`src/rtl/fifo_data_param.sv`:
```
// ============================================================================
// Module   : fifo_data_param
// Brief    : Parametrised first-word-fall-through synchronous FIFO with flush,
//            almost-full/almost-empty thresholds and optional sticky error
//            flags (enabled by macro FIFO_ERR_FLAGS_EN).
// Revision : 1.0 - initial release
// ============================================================================
`default_nettype none

module fifo_data_param #(
    parameter int DATA_W   = 32,
    parameter int DEPTH    = 4,
    parameter int AF_LEVEL = DEPTH - 1,
    parameter int AE_LEVEL = 1
) (
    input  logic              clk,
    input  logic              resetn,
    input  logic              flush,
    input  logic              wr_en,
    input  logic [DATA_W-1:0] wr_data,
    input  logic              rd_en,
    output logic [DATA_W-1:0] rd_data,
`ifdef FIFO_ERR_FLAGS_EN
    input  logic              err_clr,
    output logic              overflow,
    output logic              underflow,
`endif
    output logic [$clog2(DEPTH):0] count,
    output logic              empty,
    output logic              full,
    output logic              almost_full,
    output logic              almost_empty
);

    localparam int AW = $clog2(DEPTH);
    localparam logic [AW:0] DEPTH_C = (AW+1)'(DEPTH);
    localparam logic [AW:0] AF_C    = (AW+1)'(AF_LEVEL);
    localparam logic [AW:0] AE_C    = (AW+1)'(AE_LEVEL);

    logic [DATA_W-1:0] mem [DEPTH];
    logic [AW-1:0]     wr_ptr;
    logic [AW-1:0]     rd_ptr;
    logic              wr_acc;
    logic              rd_acc;
    logic              op_ok;

    // A write into a full FIFO is allowed when the head is popped in the same cycle.
    assign op_ok  = resetn & ~flush;
    assign wr_acc = wr_en & (~full | rd_en) & op_ok;
    assign rd_acc = rd_en & ~empty & op_ok;

    assign empty        = (count == '0);
    assign full         = (count == DEPTH_C);
    assign almost_full  = (count >= AF_C);
    assign almost_empty = (count <= AE_C);
    assign rd_data      = mem[rd_ptr];

    always_ff @(posedge clk) begin
        if (wr_acc) begin
            mem[wr_ptr] <= wr_data;
        end
    end

    always_ff @(posedge clk) begin
        if (!resetn || flush) begin
            wr_ptr <= '0;
            rd_ptr <= '0;
            count  <= '0;
        end else begin
            if (wr_acc) begin
                wr_ptr <= wr_ptr + 1'b1;
            end
            if (rd_acc) begin
                rd_ptr <= rd_ptr + 1'b1;
            end
            if (wr_acc && !rd_acc) begin
                count <= count + 1'b1;
            end else if (rd_acc && !wr_acc) begin
                count <= count - 1'b1;
            end
        end
    end

`ifdef FIFO_ERR_FLAGS_EN
    // A read that coincides with a write at empty is not an underflow:
    // the requester is served the new word on the following cycle.
    always_ff @(posedge clk) begin
        if (!resetn) begin
            overflow  <= 1'b0;
            underflow <= 1'b0;
        end else begin
            if (wr_en && full && !rd_en) begin
                overflow <= 1'b1;
            end else if (err_clr) begin
                overflow <= 1'b0;
            end
            if (rd_en && empty && !wr_en) begin
                underflow <= 1'b1;
            end else if (err_clr) begin
                underflow <= 1'b0;
            end
        end
    end
`endif

endmodule

`default_nettype wire

```
`config.mk`:
```
export PLATFORM = sky130hd
export DESIGN_NAME = fifo_data_param
export DESIGN_NICKNAME = d
export VERILOG_FILES = /design/src/rtl/fifo_data_param.sv
export SDC_FILE = /design/constraint.sdc
export NUM_CORES = 1
export LEC_CHECK = 0
export ABC_AREA = 1
export BUFFER_PORTS_ARGS = -buffer_cell sky130_fd_sc_hd__buf_4
export CAP_MARGIN = 20
export CORE_MARGIN = 5
export CORE_UTILIZATION = 45
export DETAILED_ROUTE_END_ITERATION = 8
export PLACE_DENSITY = 0.65
export SLEW_MARGIN = 20
export SYNTH_ARGS = -nofsm -noshare
export SYNTH_HDL_FRONTEND = slang
export SYNTH_SLANG_ARGS = --single-unit
```
`constraint.sdc`:
```
create_clock -name clk -period 5.8 [get_ports clk]
set_input_delay 1.16 -clock clk [delete_from_list [all_inputs] [get_ports clk]]
set_output_delay 1.16 -clock clk [all_outputs]
set_load 0.01 [all_outputs]
```
==> summary.md <==
• 6.030 mm — HPWL after detailed placement
• 137 — clock sinks
• 4640 ps — worst endpoint required time
• 0.1964 mV — maximum ir drop on the vdd rail
• 0.452 — relative contribution of the clock network to total power
• reg -> out — path type of the worst setup path
• 137 — post-synthesis register bit count
• 0 — yosys synthesis warning count
• 0 — Post-CTS Hold Fix Bufs
• 0.7929 — gpl congestion
• 313.1 MHz — Max Clk Rate
• 911 — fill count
• 13.65 µm² — mean instance size in the synthesized netlist
• 17.47 mm — global-route wire length before repair
• 3242 — via count of the routed design
• 5.943 ps — final worst clock skew
• 0 — antenna violations before repair
• 5 — router iterations before antenna repair
• 4 — htree depth
• 14170 µm² — die area
• 2030 ps — worst endpoint data arrival time
• 11520 µm² — floorplan core area
• no — unrepaired setup endpoints after global routing
• 2491 ps — DP Worst Slack
• 1018 ps — worst-margin pin slew
• 0.042 — Comb pwr share
• 75 — I/O Buffers
• 0 — gr ovfl total
• 3194 ps — fin crit period
• 2.171 mW — total power
• 0.3196 — Max-Slew Margin vs Limit
• 50 ps — Clk pin slew, worst setup/hold paths
• 0 — number of remaining DRC errors
• 392 — cells after synthesis
• reg -> reg — worst hold path class
• 0 — hold violation total from the final report
• 420.6 µW — switching power of the nets
• 4028 µm² — sequential cell area
• edfxtp_1, nor2_1, buf_4 — commonest non-fill, non-tap cells in the layout
• 6534 µm² — post-route standard cell area excluding fillers
• 0 — antenna violation net count after detailed routing
• 439 — synthesized netlist net count
• 0 — post-CTS setup-driven buffer insertion count
• 2 — maximum clock insertion buffer count
• edfxtp_1 — most common cell after layout, fill and taps aside
• 0.4645 — Initial Util
• 0.5506 — post-route clock period utilization
• 39 — Core Rows
• 0.1937 — Sw Share
• 17 — total clock buffers created by CTS
• 1.751 mW — internal portion of total power
• 1111 µm² — multi-input logic area
• 5.204 — average via count per standard cell
• 5349 µm² — netlist area before placement
• 332.3 nW/µm² — power density over the cells
• complete, no violations — outcome
• 119.0 µm — die extent in y
• 0 ps — final total negative setup slack
• 22.15% — Layout Area Growth over Synthesis
• 2.380 nW — static power due to leakage
• 225 — starting DRC count in detailed routing
• 0 — antenna diode count
• yes — TritonCTS clock tree
• clkbuf_16 — root buffer cell
• 0 — total of endpoints with negative setup slack in the final report
• 0.506 — sequential power share
• 0 — Gates resized, CTS repair
• 0.7186 — Synth top area share
• 0.1560 — GRT Overall Usage
• primary output — kind of end point of the critical path
• 516 — final-stage net count
• edfxtp_1, nor2_1, o21ai_0 — cells taking the most area after synthesis
• 0.5674 — fraction of the core area covered by cells at the end of the flow
• 16.80 µm — average wire length per cell after detail routing
• 0.2333 — ratio of cells with drive above 1 in the final layout
• 20 — number of distinct library cell variants in the gate-level netlist after synthesis
• 76 — # IOs
• 65 — highest fanout seen on the critical path
• 5972 µm² — cell area after placement
• 400 ps — Clk Latency, worst-skew pair
• 3469 — vias in the first global route
• 0 — Max-cap violations
• edfxtp_1 — cell type with the largest total area after synthesis
• 2606 ps — setup ws final
• 66 — largest net degree at the start of global routing
• 119.0 µm — die width
• flop — Setup crit start kind
• 0 — count of final max-slew check failures
• 10.47 mm — Total Routed Length
• 0.7523 — fraction of the yosys area taken by sequential cells
[cell families (layout without fill, tap and decap cells)]
family | count (synthesis) | in the layout | share of synthesized area
flip-flops | 137 | 137 | 0.7523
AO/OA/AOI/OAI | 105 | 105 | 0.1057
AND/OR/NAND/NOR | 99 | 99 | 0.07135
buffers and inverters | 40 | 128 | 0.04561
adder cells (fa/ha/maj) | 10 | 10 | 0.02339
XOR/XNOR | 1 | 1 | 0.001638
[through the flow]
step / cells / hold slack (ps)
floorplan: 392 / 452.2
global placement: 592 / 476.2
detailed placement: 592 / 479.5
CTS: 622 / 499.7
global route: 623 / 546.7
finish: 623 / 494.6
[layer usage]
metal,track usage,share of wire,wire [µm]
met4,0.04200,0.0062,65
met2,0.2458,0.48,5038
met5,0,0,0
met3,0.06114,0.081,850
met1,0.2029,0.43,4512
[area by class of cell]
type	count	share of cell area
clock buffer	18	0.06568
clock inverter	12	0.01685
inverter	21	0.01321
multi-input combinational	215	0.1701
sequential	137	0.6164
tap	143	0.02738
timing repair buffer	77	0.09039
[cells in the mapped netlist (all sizes together)]
master	instances
a21oi	4
xnor2	1
o21ai	69
inv	21
buf	18
ha	10
nor2	81
nand2	14
dfxtp	9
clkbuf	1
o22ai	32
edfxtp	128
nand3	4
[worst paths after layout]
path / start / end / slack [ps] / cells after the start
setup / recovery: flop / rd_data[16] / 2610 / 4
hold / removal: rd_ptr[0] / rd_ptr[0] / 490 / 2
setup reg to reg: count[0] / mem[1][25] / 3250 / 5
hold reg to reg: rd_ptr[0] / rd_ptr[0] / 490 / 2
[sequential cells by signal, indices dropped and copies added, names as in the netlist, named ones only]
name / flops
mem: 128
wr_ptr: 2
rd_ptr: 2
count: 3
[critical path: stages, from the launching register on]
cell and delay (ps):
dfxtp_4 780, inv_8 280, o21ai_0 260, o22ai_1 120
buf_4 160
[power by group through the flow]
stage	Combinational, mW	Clock [mW]	Sequential [mW]
finish	0.0904	0.982	1.10
floorplan	0.0388	0	1.12
global route	0.101	1.05	1.10
detailed placement	0.0903	0	1.12
global placement	0.0882	0	1.12
CTS	0.0907	0.999	1.10
Note: power is estimated with default switching activity, not from simulation.
